### src/rtl/bcd_display_seq.sv
// Sequential binary-to-BCD converter (double-dabble, one bit per clock) with
// registered active-low 7-segment outputs, leading-zero blanking and overflow.
module bcd_display_seq #(
   parameter int unsigned BIN_W    = 12,
   parameter int unsigned DIGITS   = 4,
   parameter int unsigned BLANK_LZ = 1
) (
   input  logic                  clk,
   input  logic                  rst,
   input  logic                  start,
   input  logic [BIN_W-1:0]      bin_in,
   output logic                  busy,
   output logic                  done,
   output logic                  overflow,
   output logic [4*DIGITS-1:0]   bcd_out,
   output logic [7*DIGITS-1:0]   seg_out
);

   localparam int unsigned NI   = (BIN_W * 302) / 1000 + 1;
   localparam int unsigned DMAX = (NI > DIGITS) ? NI : DIGITS;
   localparam int unsigned CW   = $clog2(BIN_W + 1);

   typedef enum logic {IDLE, SHIFT} state_t;

   state_t              state, state_nx;
   logic [BIN_W-1:0]    sreg;
   logic [4*NI-1:0]     acc, acc_adj, acc_sh;
   logic [4*NI:0]       acc_wide;
   logic [CW-1:0]       cnt;
   logic                last;
   logic [4*DMAX-1:0]   ext;
   logic                ovf_nx;
   logic                lead;
   logic [7*DIGITS-1:0] seg_nx;

   // Active-high g..a pattern for one decimal digit
   function automatic logic [6:0] seg7(input logic [3:0] d);
      case (d)
         4'd0:    seg7 = 7'b0111111;
         4'd1:    seg7 = 7'b0000110;
         4'd2:    seg7 = 7'b1011011;
         4'd3:    seg7 = 7'b1001111;
         4'd4:    seg7 = 7'b1100110;
         4'd5:    seg7 = 7'b1101101;
         4'd6:    seg7 = 7'b1111101;
         4'd7:    seg7 = 7'b0000111;
         4'd8:    seg7 = 7'b1111111;
         4'd9:    seg7 = 7'b1100111;
         default: seg7 = 7'b0000000;
      endcase
   endfunction

   assign busy = (state == SHIFT);
   assign last = (cnt == CW'(1));

   always_comb begin
      state_nx = state;
      case (state)
         IDLE:    if (start) state_nx = SHIFT;
         SHIFT:   if (last)  state_nx = IDLE;
         default: state_nx = IDLE;
      endcase
   end

   always_ff @(posedge clk) begin
      if (rst) state <= IDLE;
      else     state <= state_nx;
   end

   // Add-3 correction followed by the one-bit left shift, then the final-result decode
   always_comb begin
      acc_adj = acc;
      for (int unsigned i = 0; i < NI; i++) begin
         if (acc[4*i +: 4] >= 4'd5) acc_adj[4*i +: 4] = acc[4*i +: 4] + 4'd3;
      end
      acc_wide = {acc_adj, sreg[BIN_W-1]};
      acc_sh   = acc_wide[4*NI-1:0];

      ext = '0;
      ext[4*NI-1:0] = acc_sh;

      // A carry out of the top accumulator digit would also be lost precision
      ovf_nx = acc_wide[4*NI];
      for (int unsigned i = 0; i < DMAX - DIGITS; i++) begin
         if (ext[4*(DIGITS+i) +: 4] != 4'd0) ovf_nx = 1'b1;
      end

      lead   = (BLANK_LZ != 0);
      seg_nx = '1;
      for (int unsigned j = 0; j < DIGITS; j++) begin
         if (ovf_nx) begin
            seg_nx[7*(DIGITS-1-j) +: 7] = 7'b0111111;
         end else if (lead && ext[4*(DIGITS-1-j) +: 4] == 4'd0 && j != DIGITS - 1) begin
            seg_nx[7*(DIGITS-1-j) +: 7] = 7'h7F;
         end else begin
            lead = 1'b0;
            seg_nx[7*(DIGITS-1-j) +: 7] = ~seg7(ext[4*(DIGITS-1-j) +: 4]);
         end
      end
   end

   always_ff @(posedge clk) begin
      if (rst) begin
         sreg     <= '0;
         acc      <= '0;
         cnt      <= '0;
         done     <= 1'b0;
         overflow <= 1'b0;
         bcd_out  <= '0;
         seg_out  <= '1;
      end else begin
         done <= 1'b0;
         case (state)
            IDLE: begin
               if (start) begin
                  sreg <= bin_in;
                  acc  <= '0;
                  cnt  <= CW'(BIN_W);
               end
            end
            SHIFT: begin
               acc  <= acc_sh;
               sreg <= sreg << 1;
               cnt  <= cnt - CW'(1);
               if (last) begin
                  done     <= 1'b1;
                  overflow <= ovf_nx;
                  bcd_out  <= ext[4*DIGITS-1:0];
                  seg_out  <= seg_nx;
               end
            end
            default: ;
         endcase
      end
   end

endmodule

### config.mk
export PLATFORM = sky130hd
export DESIGN_NAME = bcd_display_seq
export DESIGN_NICKNAME = d
export VERILOG_FILES = /design/src/rtl/bcd_display_seq.sv
export SDC_FILE = /design/constraint.sdc
export NUM_CORES = 1
export LEC_CHECK = 0
export ABC_AREA = 1
export ABC_CLOCK_PERIOD_IN_PS = 5800
export BUFFER_PORTS_ARGS = -buffer_cell sky130_fd_sc_hd__buf_2
export CELL_PAD_IN_SITES_DETAIL_PLACEMENT = 1
export CELL_PAD_IN_SITES_GLOBAL_PLACEMENT = 2
export CORE_MARGIN = 2
export CORE_UTILIZATION = 36
export CTS_BUF_LIST = sky130_fd_sc_hd__clkbuf_4 sky130_fd_sc_hd__clkbuf_8
export CTS_CLUSTER_SIZE = 14
export DETAILED_ROUTE_END_ITERATION = 16
export GPL_TIMING_DRIVEN = 1
export HOLD_SLACK_MARGIN = 0.08
export PLACE_DENSITY_LB_ADDON = 0.1
export SLEW_MARGIN = 0
export SYNTH_ARGS = -nofsm -noshare
export SYNTH_HDL_FRONTEND = slang
export SYNTH_SLANG_ARGS = --single-unit
### constraint.sdc
create_clock -name clk -period 5.8 [get_ports clk]
set_input_delay 0.29 -clock clk [delete_from_list [all_inputs] [get_ports clk]]
set_output_delay 0.29 -clock clk [all_outputs]
set_load 0.005 [all_outputs]
# Word-level counts from Yosys, hierarchy flattened
# Memory sizes are Yosys's and may differ from the RTL's.
# Index checks and enable logic that the tools add are counted.
# word_totals
ff_bits	79
mem_bits_ro	448
in_bits	15
word_cells	67
mem_count	4
# classes
addsub	5
n_lt_le_gt_ge	4
n_eq_ne	2
muxes	32
bitwise_logic	5
reduce_logical	7
# memory_table
memory	depth	width	read_ports	rd_clocked_by_memory_dff	wr	line	text
(no name shown)	16	7	1	0	0	38	case (d)
(no name shown)	16	7	1	0	0	38	
(no name shown)	16	7	1	0	0	38	
(no name shown)	16	7	1	0	0	38	
# ops
operator	count
$mux 7	14
$pmux 16 s2	1
$not 7->7	4
$pmux 12 s2	1
$mux 4	5
$add 4x2->4 const B	4
$ge 4x3->1 const B	4
$mux 16	1
$logic_not 4->1	3
$mux 12	1
$pmux 4 s2	1
$mux 1	7
$eq 4x1->1 const B	1
$sub 4x1->4 const B	1
$logic_and 1x1->1	2
$ne 2x2->1 const B	1
$pmux 1 s2	1
$reduce_and 2->1	1
$reduce_or 2->1	1
$not 1->1	1

# Depth between registers and ports, before layout
# depth
depth_word	14
mapped_depth	16

# Least setup slack after synthesis
# Ideal clock, no wire load.
# synth_path
path_kind	register to register
from	register acc[0]
to	register seg_out[10]
setup_ns	0.120
t_arrival_ns	1.896
path_slack_ns	3.784
stages_incl_launch_ff	13
n_path_buf	0
synth_period_minus_slack_ns	2.016
cell_sequence	dfxtp_1 inv_1 ha_1 inv_1 nand2_1 nand3_4 a21boi_2 inv_1 ha_1 nor2_1 nor2_1 nor2_1 a21oi_1
# synth_via
elab_chain_len	8
elab_cells_between_ends	11
# synth_rtl
element	line	text
start, declared	27	logic [4*NI-1:0] acc, acc_adj, acc_sh;
start signal, assigned	122	acc <= acc_sh;
$add 4x2->4 / $ge 4x3->1 (equally long branches)	74	if (acc[4*i +: 4] >= 4'd5) acc_adj[4*i +: 4] = acc[4*i +: 4] + 4'd3;
$mux 4 (*)	74	
named net acc_adj[3]	27	
$mem_v2 16x7	-	
$mux 7	93	end else if (lead && ext[4*(DIGITS-1-j) +: 4] == 4'd0 && j != DIGITS - 1) begin
$mux 7	91	if (ovf_nx) begin
$not 7->7	97	seg_nx[7*(DIGITS-1-j) +: 7] = ~seg7(ext[4*(DIGITS-1-j) +: 4]);
$mux 7 (*)	93	
$mux 7 (*)	91	
end signal, assigned	129	seg_out <= seg_nx;
end, declared	16	output logic [7*DIGITS-1:0] seg_out
# The timed path passes the listed nets; every way through them passes the cells marked *. The select of a mux whose other input is x is not followed.
# A chain may end at the register's enable or synchronous reset.

# Final worst setup path
# layout_path
from	register cnt[1]
to	register seg_out[11]
# layout_via
elab_chain_len	2
# layout_rtl
element	line	text
start, declared	29	logic [CW-1:0] cnt;
start signal, assigned	118	cnt <= CW'(BIN_W);
start signal, assigned	124	cnt <= cnt - CW'(1);
$eq 4x1->1	54	assign last = (cnt == CW'(1));
$reduce_and 2->1 (no source line)	-	
# No other way between the ends.

==> summary.md <==
| Metric | Value |
|---|---|
| Status | `completed` |
| CTS tree | `done` |
| Clk_lat worst skew | `0.36 ns` |
| Number of distinct library cells after synthesis | `35` |
| Die Y | `112 µm` |
| ANT cells | `0` |
| H-Tree Depth | `3` |
| Slowest cell on crit path | `nand2_1` |
| Post-synthesis async set-or-reset flop share | `0%` |
| Initial antenna violation count | `0` |
| Worst slew pin tran | `0.975 ns` |
| Final nets | `686` |
| Port Buf Inserts | `61` |
| Rows | `39` |
| Post-Syn Instances | `585` |
| Hold wc startpoint | `bin_in[0]` |
| Hold Crit Endpoint | `sreg[0]` |
| RR Endpoint | `seg_out[11]` |
| Post-synth top area share | `37.9%` |
| Die X | `112 µm` |
| Syn Area/Cell | `7.13 µm²` |
| WP data arrival | `2.77 ns` |
| DP HPWL | `8.69 mm` |
| IO Pins | `62` |
| Setup Viol. Count Final | `0` |
| Crit Path Max Fanout | `23` |
| Area Growth Syn to Fin | `15.5%` |
| Die ar. | `12500 µm²` |
| Max-cap violations | `0` |
| Worst setup path class | `flop to flop` |
| Yosys warnings | `0` |
| Filler instances | `1495` |
| Clock Path Buffers | `2` |
| Type of the worst min-delay path | `input pin to flop` |
| Fin cells | `788` |
| Max Slew Vio Count | `0` |
| Yosys top cell by area | `dfxtp_1` |
| Hold_ws | `0.165 ns` |
| Via density | `4.89` |
| Total Wirelength | `11.7 mm` |
| CP bufs+invs | `3` |
| Root buffer cell | `clkbuf_8` |
| # Post-CTS Setup Buffers | `0` |
| DR vias | `3856` |
| Register area share after synthesis | `37.9%` |
| Worst vdd ir | `0.000157 V` |
| DR iter-0 viols | `130` |
| Placer Congestion | `0.756` |
| R2R setup slack | `3.32 ns` |
| Post-synth EDFFs | `0` |
| Clock Sinks | `79` |
| Slew headroom | `34.9%` |
| DRC viols | `0` |
| CP Depth | `10` |
| Synthesized area | `4170 µm²` |
| CP Capture Type | `flop` |
| # resized after CTS | `0` |
| Top cells by count, synth | `156 x nand2_1, 79 x dfxtp_1, 68 x inv_1` |
| Clock skew | `0.00951 ns` |
| Total GRT Usage | `19.5%` |
| Slowest cell delay on critical path | `0.51 ns` |
| Min cycle time layout | `2.48 ns` |
| Final hold vios | `0` |
| Routed len/inst | `14.9 µm` |
| Fmax | `403 MHz` |
| Top cell by count, worst path | `nand2_1` |
| Clock Pin Slew Worst Setup and Hold Paths | `0.08 ns` |
| TNS Setup | `0 ns` |
| P_leak | `2.25 nW` |
| Critical Path, Cell by Cell | `inv_1 -> ha_1 -> nor3b_2 -> nand2_1 -> clkinv_1 -> nand2_2 -> inv_2 -> nand2_1 -> nor2_1 -> a21oi_1` |
| Period utilisation layout | `42.7%` |
| CP delay by family, top | `simple AND/OR/NAND/NOR gates` |
| Seq cells post-synth | `79` |
| CTS Hold Bufs | `0` |
| Initial Utilization | `36.7%` |
| RSZ-0062 raised after global routing | `no` |
| Largest net degree at the start of global routing | `34` |
| Top post-synthesis cells by area | `dfxtp_1 38%, nand2_1 14%, ha_1 9.0%` |
| Drt pass-1 iters | `4` |
| Worst path required time | `6.09 ns` |
| FF-to-FF Start | `cnt[1]` |
| Hold Path Stages | `3` |
| Setup crit start kind | `flop` |
| Worst R2R Path Depth | `10` |
| DP Cell Count | `773` |
| Layout cells sized above 1 | `18.4%` |
| Post-synth net total | `630` |
| CTS Buf Count | `9` |
| Synth Flop Type | `dfxtp_1` |
| P per Cell Area | `229 nW/µm²` |
| Count leader, synth | `nand2_1` |
| Multi-input gate area | `2240 µm²` |
| First-pass GRT wire length | `19.5 mm` |
| ANT nets after route | `0` |
| Core area | `11400 µm²` |
| Vias in the first global route | `3984` |
| Register area | `1580 µm²` |
| Gr ovfl total | `0` |
-- layout by cell type, fill, tap and decap left out, types with 6 or more instances in the layout --
master / instances
o21ai_0: 41
dfxtp_1: 79
nor2_1: 47
clkbuf_8: 10
a21oi_1: 36
ha_1: 30
nand2_1: 156
nand2_2: 14
buf_2: 61
a31oi_1: 6
inv_1: 68
nand3_1: 33
-- per-stage QoR --
step / setup WS [ns] / util, % / cell area [µm²] / power (mW)
global placement: 3.08 / 40.5 / 4600 / 0.652
floorplan: 3.78 / - / 4170 / 0.627
finish: 3.32 / 42.4 / 4820 / 1.10
global route: 2.98 / 42.4 / 4820 / 1.15
CTS: 3.22 / 42.4 / 4820 / 1.12
detailed placement: 2.93 / 40.5 / 4600 / 0.656
-- final cells by class --
class | instances | area share, %
inverter | 74 | 5.76
clock buffer | 11 | 3.01
clock inverter | 4 | 1.45
multi-input combinational | 413 | 46.4
timing repair buffer | 64 | 6.80
sequential | 79 | 32.8
tap | 143 | 3.71
-- worst max-delay path by stage --
stage               startpoint           to
floorplan               acc[0]  seg_out[10]
global placement           rst   seg_out[4]
detailed placement         rst   seg_out[4]
CTS                     cnt[1]  seg_out[11]
global route            cnt[1]  seg_out[11]
finish                  cnt[1]  seg_out[11]
-- registers in the layout, summed over array words and instances (netlist names) --
signal,flops
busy,1
seg_out,28
overflow,1
cnt,4
done,1
sreg,12
acc,16
bcd_out,16
-- kinds of logic after synthesis --
| group | count (synthesis) | share of synthesized area, % |
|---|---|---|
| AO/OA/AOI/OAI | 107 | 14.4 |
| XOR/XNOR | 3 | 1.44 |
| adder cells (fa/ha/maj) | 30 | 9.00 |
| buffers and inverters | 93 | 8.49 |
| flip-flops | 79 | 37.9 |
| AND/OR/NAND/NOR | 273 | 28.8 |
-- report_power, final --
part	switching, mW	internal (mW)
Combinational	0.0511	0.0257
Clock	0.205	0.255
Sequential	0.00898	0.555
Total	0.265	0.836
-- worst reg2reg max path: cells and delay by family, from the launching register on --
family	cells	cell delay [ns]
AND/OR/NAND/NOR	5	1.08
buffers and inverters	3	0.68
flip-flops	1	0.36
adder cells (fa/ha/maj)	1	0.17
AO/OA/AOI/OAI	1	0.14
-- per-layer routing --
metal  vias to the layer above  share of wire [%]  track usage, %
met5                         -                  0               0
li1                       1973                  -               -
met1                      1819                 49            26.1
met3                        12                3.0            3.05
met4                         0                1.5            6.67
met2                        52                 47            32.3
(Power assumes the default switching activity.)
